--- config.mk ---
export PLATFORM = sky130hd
export DESIGN_NAME = shift_subtract_divider
export DESIGN_NICKNAME = d
export VERILOG_FILES = /design/src/rtl/div_pkg.sv /design/src/rtl/shift_subtract_divider_counter.sv /design/src/rtl/shift_subtract_divider.sv
export SDC_FILE = /design/constraint.sdc
export NUM_CORES = 1
export LEC_CHECK = 0
export BUFFER_PORTS_ARGS = -buffer_cell sky130_fd_sc_hd__buf_2
export CORE_UTILIZATION = 55
export DETAILED_ROUTE_END_ITERATION = 10
export PLACE_DENSITY = 0.85
export SYNTH_ARGS = -nofsm -noshare
export SYNTH_HDL_FRONTEND = slang
export SYNTH_HIERARCHICAL = 1
export SYNTH_SLANG_ARGS = --single-unit
--- constraint.sdc ---
create_clock -name clk -period 3.4 [get_ports clk]
set_input_delay 0.17 -clock clk [delete_from_list [all_inputs] [get_ports clk]]
set_output_delay 0.17 -clock clk [all_outputs]
set_load 0.05 [all_outputs]
--- src/rtl/div_pkg.sv ---
// Shared types and constants for the shift/subtract divider.
// Optional feature macro used by the divider top: DIVIDER_DIV0_EN.
package div_pkg;

  // Default operand width of the divider.
  localparam int DIV_WIDTH_DEFAULT = 8;

  // Divider control states.
  typedef enum logic [1:0] {
    IDLE  = 2'd0,
    SHIFT = 2'd1,
    SUB   = 2'd2,
    DONE  = 2'd3
  } div_state_t;

  // Width of an iteration counter that must hold the value width-1.
  function automatic int div_cnt_width(input int width);
    return (width > 2) ? $clog2(width) : 1;
  endfunction

endpackage

--- src/rtl/shift_subtract_divider_counter.sv ---
// Shared loadable up/down counter, used as the divider's iteration counter.
// c_end flags the terminal count: zero when counting down, all-ones when up.
module shift_subtract_divider_counter #(
  parameter int CW = 3
) (
  input  logic          clk,
  input  logic          rst,
  input  logic          load,
  input  logic          en,
  input  logic          down,
  input  logic [CW-1:0] data_in,
  output logic          c_end
);

  logic [CW-1:0] r_count;

  // Load has priority over counting; reset clears the count.
  always_ff @(posedge clk or negedge rst) begin
    if (!rst) begin
      r_count <= '0;
    end else if (load) begin
      r_count <= data_in;
    end else if (en) begin
      if (down) begin
        r_count <= r_count - CW'(1);
      end else begin
        r_count <= r_count + CW'(1);
      end
    end
  end

  assign c_end = down ? (r_count == '0) : (r_count == '1);

endmodule

--- src/rtl/shift_subtract_divider.sv ---
// Sequential unsigned restoring divider: one quotient bit per SHIFT/SUB pair.
// Optional macro DIVIDER_DIV0_EN: detect a zero divisor at acceptance and
// finish immediately with div_by_zero set; otherwise the full iteration runs
// and naturally yields quotient all-ones, remainder = dividend.
module shift_subtract_divider
  import div_pkg::*;
#(
  parameter int WIDTH = DIV_WIDTH_DEFAULT
) (
  input  logic             clk,
  input  logic             rst,
  input  logic             start,
  input  logic [WIDTH-1:0] dividend,
  input  logic [WIDTH-1:0] divisor,
  output logic [WIDTH-1:0] quotient,
  output logic [WIDTH-1:0] remainder,
  output logic             busy,
  output logic             d_end,
  output logic             div_by_zero
);

  localparam int CW = div_cnt_width(WIDTH);
  localparam logic [CW-1:0] LAST_ITER = CW'(WIDTH - 1);

  div_state_t       r_state;
  div_state_t       w_state_next;
  logic [WIDTH:0]   r_a;          // partial remainder, one guard bit
  logic [WIDTH-1:0] r_q;          // dividend shifting out, quotient shifting in
  logic [WIDTH-1:0] r_m;          // captured divisor
  logic [WIDTH:0]   w_diff;
  logic             w_fits;
  logic             w_accept;
  logic             w_div0_hit;
  logic             w_cnt_en;
  logic             w_cnt_end;

  assign w_accept = (r_state == IDLE) && start;

`ifdef DIVIDER_DIV0_EN
  assign w_div0_hit = w_accept && (divisor == '0);
`else
  assign w_div0_hit = 1'b0;
`endif

  // Trial subtraction; a clear sign bit means the divisor fits.
  assign w_diff = r_a - {1'b0, r_m};
  assign w_fits = ~w_diff[WIDTH];

  assign w_cnt_en = (r_state == SUB);

  shift_subtract_divider_counter #(
    .CW(CW)
  ) u_iter_cnt (
    .clk    (clk),
    .rst    (rst),
    .load   (w_accept),
    .en     (w_cnt_en),
    .down   (1'b1),
    .data_in(LAST_ITER),
    .c_end  (w_cnt_end)
  );

  // Next-state logic: SHIFT/SUB alternate until the last iteration.
  always_comb begin
    w_state_next = r_state;
    case (r_state)
      IDLE:    if (start) w_state_next = w_div0_hit ? DONE : SHIFT;
      SHIFT:   w_state_next = SUB;
      SUB:     w_state_next = w_cnt_end ? DONE : SHIFT;
      DONE:    w_state_next = IDLE;
      default: w_state_next = IDLE;
    endcase
  end

  // State register; reset aborts any operation in flight.
  always_ff @(posedge clk or negedge rst) begin
    if (!rst) begin
      r_state <= IDLE;
    end else begin
      r_state <= w_state_next;
    end
  end

  // Datapath: capture, shift {A,Q}, then keep or discard the trial difference.
  always_ff @(posedge clk or negedge rst) begin
    if (!rst) begin
      r_a <= '0;
      r_q <= '0;
      r_m <= '0;
    end else begin
      case (r_state)
        IDLE: begin
          if (start) begin
            if (w_div0_hit) begin
              r_a <= {1'b0, dividend};
              r_q <= '1;
            end else begin
              r_a <= '0;
              r_q <= dividend;
            end
            r_m <= divisor;
          end
        end
        SHIFT: begin
          // A's guard bit is always clear here, so dropping it loses nothing.
          {r_a, r_q} <= {r_a[WIDTH-1:0], r_q, 1'b0};
        end
        SUB: begin
          if (w_fits) begin
            r_a <= w_diff;
          end
          r_q[0] <= w_fits;
        end
        default: begin
        end
      endcase
    end
  end

`ifdef DIVIDER_DIV0_EN
  logic r_div0;

  // Zero-divisor flag, refreshed on every accepted request.
  always_ff @(posedge clk or negedge rst) begin
    if (!rst) begin
      r_div0 <= 1'b0;
    end else if (w_accept) begin
      r_div0 <= w_div0_hit;
    end
  end

  assign div_by_zero = r_div0;
`else
  assign div_by_zero = 1'b0;
`endif

  assign quotient  = r_q;
  assign remainder = r_a[WIDTH-1:0];
  assign busy      = (r_state != IDLE);
  assign d_end     = (r_state == DONE);

endmodule
Word-level counts from Yosys, hierarchy flattened
Cells that the tools add are included.
{"block": "totals", "in_bits": 19, "mem_bits_rw": 0, "latch_bits": 0, "mem_count": 0, "regBits": 30, "out_inout_bits": 19, "mem_bits_ro": 0}
{"block": "op_classes", "n_mux": 11, "n_div": 0, "eq_ne": 5, "n_lt_le_gt_ge": 0, "bitwise_logic": 1, "add_sub_neg": 2, "shift": 0, "n_reduce_logical": 11, "mul": 0}
{"operator": "$pmux 9 s3", "count": 1}
{"operator": "$mux 9", "count": 2}
{"operator": "$pmux 7 s2", "count": 1}
{"operator": "$sub 9x8->9", "count": 1}
{"operator": "$mux 8", "count": 1}
{"operator": "$pmux 2 s4", "count": 1}
{"operator": "$mux 3", "count": 2}
{"operator": "$reduce_and 2->1", "count": 3}
{"operator": "$reduce_bool 2->1", "count": 3}
{"operator": "$eq 2x2->1 const B", "count": 2}
{"operator": "$mux 2", "count": 2}
{"operator": "$ne 2x2->1 const B", "count": 2}
{"operator": "$logic_not 3->1", "count": 1}
{"operator": "$pmux 1 s3", "count": 1}
{"operator": "$reduce_and 3->1", "count": 1}
{"operator": "$reduce_bool 3->1", "count": 1}
{"operator": "$sub 3x1->3 const B", "count": 1}
{"operator": "$eq 2x1->1 const B", "count": 1}
{"operator": "$logic_not 2->1", "count": 1}
{"operator": "$logic_and 1x1->1", "count": 1}
{"operator": "$not 1->1", "count": 1}

Logic depth before layout (Yosys ltp)
Gate-level depths: netlist (run 1).
{"block": "logic_depth", "ltp_word": 3, "ltp_mapped": 9, "ltp_nobuf": 9}

Cells and area by module
The synthesis (run 1) kept the hierarchy.
{"module": "shift_subtract_divider", "area_per_inst_um2": 1845.5, "cells_per_inst": 203, "seq_area_each_um2": 675.6, "instances": 1}
{"module": "shift_subtract_divider_counter", "area_per_inst_um2": 203.9, "cells_per_inst": 22, "seq_area_each_um2": 75.1, "instances": 1}

Least setup slack after synthesis (run 1)
OpenSTA, ideal clock, no wires.
{"block": "synth_path", "path_type": "flip-flop to flip-flop", "from": "register r_a[0]", "to": "register r_a[0]", "n_path_buf": 0, "arrival_time_ps": 2247, "stages_incl_launch_ff": 10, "setup_time_ps": 125, "slack_ps": 1028, "cell_sequence": "dfrtp_1 inv_1 ha_1 inv_1 fa_1 a211oi_1 nor3_2 mux2i_1 a21oi_4 mux2_2"}
{"block": "synth_via", "elab_chain_len": 3, "word_cells_on_any_way": 5, "classes_between": "1 x add/sub; 1 x eq/ne; 2 x mux; 1 x reduce/logical"}
{"item": "from (decl)", "line": "shift_subtract_divider.sv:27", "rtl": "logic [WIDTH:0] r_a;"}
{"item": "from (signal assigned)", "line": "shift_subtract_divider.sv:95", "rtl": "r_a <= {1'b0, dividend};"}
{"item": "from (signal assigned)", "line": "shift_subtract_divider.sv:106", "rtl": "{r_a, r_q} <= {r_a[WIDTH-1:0], r_q, 1'b0};"}
{"item": "from (signal assigned)", "line": "shift_subtract_divider.sv:110", "rtl": "r_a <= w_diff;"}
{"item": "$sub 9x8->9 *", "line": "shift_subtract_divider.sv:46", "rtl": "assign w_diff = r_a - {1'b0, r_m};"}
{"item": "$mux 9 or $ne 2x2->1 (tied branches)"}
{"item": "$pmux 9 s3 or $reduce_and 3->1 (tied branches)"}
Mark *: on every way between the ends. The rest lies on a longest branch, timed or not. The select of a mux whose other input is x is not followed.
A chain may end at the register's enable or synchronous reset.

Worst setup path after layout (run 1)
{"block": "layout_path", "from": "register r_a[0]", "to": "register r_a[6]"}
Same word-level chain as after synthesis.

==> results of run 1 <==
-- cell families after synthesis --
logic type | count (synthesis) | share of synthesized area [%]
xor gates and xnor gates | 4 | 1.710
muxes | 15 | 8.059
other | 2 | 0.3664
adders and majority gates | 14 | 9.279
DFF | 30 | 36.63
buffers and inverters | 37 | 8.607
and+or+nand+nor | 56 | 14.16
AOI/OAI and AO/OA | 67 | 21.18
-- state kept, by name, indices dropped and copies added (netlist names) --
register	cells
r_a	9
quotient	8
u_iter_cnt/r_count	3
r_m	8
r_state	2
-- power by group --
| part | switching [W] | total (W) | internal (W) |
|---|---|---|---|
| clock | 0.000135 | 0.000369 | 0.000234 |
| combinational | 0.000977 | 0.00153 | 0.000550 |
| sequential | 0.000113 | 0.000616 | 0.000502 |
-- worst max path at each step --
stage | slack [ps] | to
floorplan | 1030 | r_a[0]
global placement | 890 | r_a[0]
detailed placement | 770 | r_a[5]
CTS | 740 | r_a[6]
global route | 620 | r_a[1]
finish | 730 | r_a[6]
-- metal layers --
metal	part of all wire (%)	up-vias	global-route usage, %
met5	0	-	0
li1	-	847	-
met1	43	815	29.63
met4	1.7	0	14.24
met2	49	57	41.94
met3	5.7	11	4.927
-- layout make-up --
type,count,share of cell area [%]
clock inverter,1,1.290
inverter,19,3.065
tap,46,2.473
sequential,30,32.26
timing repair buffer,38,8.495
multi-input combinational,162,48.87
clock buffer,6,3.548
-- metrics by stage --
step / cells / hold WS, ps / util (%) / worst slack [ps] / total power (W)
after floorplan: 229 / -125.6 / - / 1028 / 0.001834
after global placement: 294 / 240.2 / 64.05 / 890.2 / 0.002084
after detailed placement: 294 / 239.3 / 64.05 / 769.1 / 0.002130
after CTS: 302 / 81.37 / 67.61 / 737.7 / 0.002513
after global routing: 302 / 113.6 / 67.61 / 624.1 / 0.002687
final: 302 / 82.56 / 67.61 / 725.8 / 0.002512
-- critical path, delay by kind of cell, from the launching register on --
family,cells,cell delay [ps]
compound gates,2,750
buf+inv,2,110
mux,2,550
simple gates,1,120
flops,1,400
fa+ha+maj,2,590
-- synth_stat cells, types with 3 or more instances --
cell type / count / share of area [%]
mux2i_1: 3 / 1.5
clkbuf_1: 5 / 0.92
a21oi_1: 15 / 3.7
nand3_1: 6 / 1.5
buf_4: 9 / 3.3
nor2b_1: 3 / 0.92
ha_1: 12 / 7.3
xor2_1: 3 / 1.3
dfrtp_1: 30 / 37
o21a_1: 3 / 1.1
o21ai_0: 16 / 3.9
nand2b_1: 3 / 0.92
and3_1: 6 / 1.8
nand2_1: 15 / 2.7
inv_1: 18 / 3.3
a22oi_1: 13 / 4.8
mux2_2: 12 / 6.6
nor2_1: 12 / 2.2
o21ai_1: 3 / 0.73
==> summary.md, run 1 <==
| Metric | Value |
|---|---|
| ANT nets after route | 0 |
| PD cells | 1079 nW/um2 |
| Core Region | 3442 um2 |
| Hold depth | 3 |
| Measured slew at the worst slew-check pin | 741.1 ps |
| Yosys warning total | 6 |
| Cell variety after synth | 49 |
| Arrival time at the worst endpoint | 2840 ps |
| Setup TNS Final | 0 ps |
| Synthesized flop and latch total | 30 |
| Synthesized cell area | 2049 um2 |
| Clock skew | 9.630 ps |
| Ys async rst share | 100.0% |
| Mapped Avg Cell Area | 9.109 um2 |
| Placed Instance Area | 2205 um2 |
| RSZ-0062 raised after global routing | no |
| TritonCTS clock tree | done |
| Clock latency on the worst-skew pair | 290 ps |
| Global-route wire length before repair | 7.617 mm |
| Gpl congestion | 0.8192 |
| Fmax | 373.9 MHz |
| Post-synth top flop | dfrtp_1 |
| Vias in the first global route | 1,730 |
| Worst r2r dst | r_a[6] |
| Setup CP Type | flop to flop |
| Area taken by flip-flops and latches | 750.7 um2 |
| Input/output buffers | 36 |
| Worst IR Drop VDD | 0.4793 mV |
| Avg Vias per Cell | 5.728 |
| HPWL after detailed placement | 3.117 mm |
| Min-Delay Path Class | input pin to flop |
| Crit path launch | r_a[0] |
| Max-Slew Margin vs Limit | 50.59% |
| Register area share after synthesis | 36.63% |
| Kind of end point of the critical path | flop |
| First DRT Iteration DRCs | 168 |
| TritonCTS Buffers | 5 |
| Post-CTS setup buffer count | 0 |
| Critical Path RT | 3560 ps |
| Clock sink count | 30 |
| P&R area growth vs syn | 13.55% |
| Reg clk slew, reported paths | 70 ps |
| Final Cell Area | 2327 um2 |
| Area of the multi-input gates | 1137 um2 |
| Final nets | 289 |
| Cell chain of the critical path | inv_1 > ha_1 > inv_1 > fa_1 > a211oi_1 > nor3_2 > mux2i_1 > a21oi_4 > mux2_2 |
| EDFF count, synth | 0 |
| Share of cells above drive strength 1 | 22.66% |
| Critical Path Source Type | flop |
| H-tree depth | 2 |
| Pleak | 1.145 nW |
| Drt wl/cell | 14.86 um |
| Max Slew Vio Count | 0 |
| R2R Setup Slk | 730 ps |
| Diodes inserted | 0 |
| Commonest non-fill, non-tap cell in the layout | buf_2 |
| Residual DRC count | 0 |
| Post-cts resize count | 0 |
| R2r worst-path depth | 9 |
| Clock tree buffer depth | 2 |
| Tcrit/Tclk final | 78.65% |
| GRT overflow | 0 |
| CP max stage cell | fa_1 |
| Num ports | 38 |
| Synth Instances | 225 |
| First-pass DRT Iterations | 4 |
| Outcome | finished, final reports clean |
| CTS Hold Bufs | 1 |
| Initial Utilization | 59.54% |
| Gr usage total | 25.04% |
| # fillers | 288 |
| Die area | 3975 um2 |
| RR Startpoint | r_a[0] |
| Root Buffer | clkbuf_8 |
| Die Ht | 63.05 um |
| Most frequent cells in the layout | buf_2, dfrtp_1, inv_1 |
| Initial antenna violation count | 0 |
| MaxCap Viol Count | 0 |
| Crit path max fanout | 9 |
| Total Routed Length | 4.487 mm |
| # rows | 21 |
| Worst hold endpoint | r_m[3] |
| Min Tclk post-route | 2674 ps |
| Critical path's largest stage delay | 430 ps |
| Hold_sp | divisor[3] |
| Finish-stage setup viols | 0 |
| Cell with the most instances on the worst path | inv_1 |
| Final Hold Viols | 0 |
| Via count | 1,730 |
| Die span in x | 63.05 um |
| Largest net degree at the start of global routing | 31 |
(Power assumes the default switching activity.)
==> run 2, diff against run 1 <==
==> constraint.sdc (replaced) <==
create_clock -name clk -period 2.7 [get_ports clk]
set_input_delay 0.135 -clock clk [delete_from_list [all_inputs] [get_ports clk]]
set_output_delay 0.135 -clock clk [all_outputs]
set_load 0.05 [all_outputs]
==> run 2 against run 1 <==
Net effect:
- final cell count is 1.7% higher
- count of clock-buffer cells in the layout stayed put
- via count is 2.7% higher
- sequential power is 26% higher
- global-route usage is 0.38 points higher
- critical path type unchanged
- register-to-register slack worse by 600 ps
- fmax is 3.8% higher
- first-iteration DRC count is 18% lower
- worst hold slack worse by 33 ps
- cell area is 3.1% higher
==> summary.md, run 2 (synthesis results as in run 1) <==
| Metric | Value |
|---|---|
| First-pass DRT Iterations | 4 (unchanged) |
| Clock tree buffer depth | 2 (unchanged) |
| Logic pwr share | 60.3% (-0.5 points) |
| TritonCTS clock tree | done |
| HPWL after detailed placement | 3.282 mm (+5.3%) |
| Clock sink count | 30 (unchanged) |
| CP delay by family, top | adder cells |
| Die span in x | 63.05 um (unchanged) |
| Gpl congestion | 0.8443 (+3.1%) |
| Min Tclk post-route | 2576 ps (-98.20 ps) |
| Setup TNS Final | 0 ps (unchanged) |
| R2R Setup Slk | 120 ps (-600 ps) |
| Critical Path Source Type | flop |
| Avg Vias per Cell | 5.785 (+0.99%) |
| Max Slew Vio Count | 0 (unchanged) |
| P&R area growth vs syn | 17.09% |
| Max-Slew Margin vs Limit | 55.21% (+4.6 points) |
| Reg clk slew, reported paths | 70 ps (about the same) |
| Outcome | finished, final reports clean |
| MaxCap Viol Count | 0 (unchanged) |
| Reg with most FFs | r_a |
| Max reg flops | 9 (unchanged) |
| RSZ-0062 raised after global routing | no |
| Most frequent cells in the layout | buf_2, dfrtp_1, inv_1 |
| Fmax | 388.2 MHz (+3.8%) |
| Die area | 3975 um2 (unchanged) |
| Vias in the first global route | 1,678 (-3.0%) |
| Cell with the most instances on the worst path | inv_1 |
| CP Depth | 10 (+1) |
| Crit path launch | r_a[0] |
| Global-route wire length before repair | 7.790 mm (+2.3%) |
| Post-placement setup slack | 138.3 ps (-630.8 ps) |
| Setup CP Type | flop to flop |
| Clock Power Share | 16.7% (+2.0 points) |
| Input/output buffers | 36 (unchanged) |
| Hold depth | 3 (unchanged) |
| Clock latency on the worst-skew pair | 280 ps (about the same) |
| RR Startpoint | r_a[0] |
| First DRT Iteration DRCs | 138 (-18%) |
| Gr usage total | 25.42% (+0.38 points) |
| Kind of end point of the critical path | flop |
| Clock skew | 7.946 ps (-1.684 ps) |
| Pleak | 1.183 nW (+3.3%) |
| Diodes inserted | 0 (unchanged) |
| # rows | 21 (unchanged) |
| Root Buffer | clkbuf_8 |
| Reg power frac | 22.9% (-1.6 points) |
| Via count | 1,776 (+2.7%) |
| PD cells | 1408 nW/um2 (+30%) |
| Measured slew at the worst slew-check pin | 671.9 ps (-69.21 ps) |
| Share of cells above drive strength 1 | 24.14% (+1.5 points) |
| ANT nets after route | 0 (unchanged) |
| Post-cts resize count | 0 (unchanged) |
| H-tree depth | 2 (unchanged) |
| Worst IR Drop VDD | 0.6815 mV (+42%) |
| Tcrit/Tclk final | 95.41% (+17 points) |
| Cell chain of the critical path | inv_1 > ha_1 > inv_1 > fa_1 > a211oi_1 > nor3_2 > mux2i_1 > a21oi_4 > buf_12 > mux2_2 |
| Arrival time at the worst endpoint | 2740 ps (-100 ps) |
| Worst path bufs/invs | 3 (+1) |
| TritonCTS Buffers | 5 (unchanged) |
| Switching power total | 0.001585 W (+29%) |
| Residual DRC count | 0 (unchanged) |
| Drt wl/cell | 15.20 um (+2.3%) |
| PnR worst setup slack | 124.0 ps (-601.8 ps) |
| Worst setup path end | r_a[2] |
| GRT overflow | 0 (unchanged) |
| Core Region | 3442 um2 (unchanged) |
| CP max stage cell | dfrtp_1 |
| Final Core Density | 69.72% (+2.1 points) |
| Switching Share | 46.89% (-1.9 points) |
| Commonest non-fill, non-tap cell in the layout | buf_2 |
| Initial Utilization | 59.54% (unchanged) |
| Internal | 0.001795 W (+39%) |
| Crit path max fanout | 8 (-1) |
| Critical Path RT | 2860 ps (-700 ps) |
| Die Ht | 63.05 um (unchanged) |
| Final nets | 293 (+1.4%) |
| Critical path's largest stage delay | 410 ps (-20 ps) |
| Min-Delay Path Class | input pin to flop |
| Final Hold Viols | 0 (unchanged) |
| Initial antenna violation count | 0 (unchanged) |
| Total Routed Length | 4.667 mm (+4.0%) |
| Num ports | 38 (unchanged) |
| R2r worst-path depth | 10 (+1) |
| Worst r2r dst | r_a[2] |
| Largest net degree at the start of global routing | 31 (unchanged) |
| Finish-stage setup viols | 0 (unchanged) |
-- run 2: changes by cell type in the layout (fill, tap and decap cells not counted) --
cell,previous run,this run
bufinv_16,1,2
buf_12,0,1
buf_4,1,4
-- run 2: how the worst min path moves through the flow --
| stage | from | end |
|---|---|---|
| detailed placement | rst | r_a[3] |
| floorplan | rst | quotient[0] |
| finish | divisor[7] | r_m[7] |
| global placement | rst | r_m[2] |
| global route | divisor[7] | r_m[7] |
| CTS | divisor[7] | r_m[7] |
-- run 2: metrics by stage --
stage	cells	hold slack, ps	cell area, um2	total power, W
global placement	297	205.5	2227	0.002654
detailed placement	297	208.2	2227	0.002728
global route	307	70.32	2400	0.003608
CTS	306	43.14	2380	0.003302
finish	307	49.18	2400	0.003379
floorplan	229	-160.6	2064	0.002310
-- run 2: worst min-delay path, stage by stage --
cell and delay, ps:
buf_2 70, nand2_1 40, o21ai_0 50
-- run 2: area by class of cell --
type,count,area (um2)
fill,273,1042
tap,46,57.56
multi-input combinational,162,1137
clock inverter,2,60.06
clock buffer,6,82.58
timing repair buffer,42,240.2
inverter,19,71.32
sequential,30,750.7
-- run 2: layer usage --
metal	routed length, um	global-route usage, %	vias up
li1	-	-	861
met3	310	6.752	6
met4	63	9.012	0
met2	2258	40.46	69
met1	2034	32.95	840
met5	0	0	-
-- run 2: timing repair --
item | 4_1_cts | 5_1_grt
endpoints found under the hold margin | 30 | 0
hold buffers | 1 | 0
buffers inserted | 0 | 1
endpoints found under the setup margin | 0 | 8
-- run 2: power groups by stage --
stage | logic [W] | registers (W) | clock network (W)
6_report | 0.00204 | 0.000774 | 0.000566
5_1_grt | 0.00222 | 0.000793 | 0.000596
4_1_cts | 0.00196 | 0.000771 | 0.000575
3_5_place_dp | 0.00195 | 0.000780 | 0
3_3_place_gp | 0.00188 | 0.000770 | 0
2_1_floorplan | 0.00139 | 0.000919 | 0
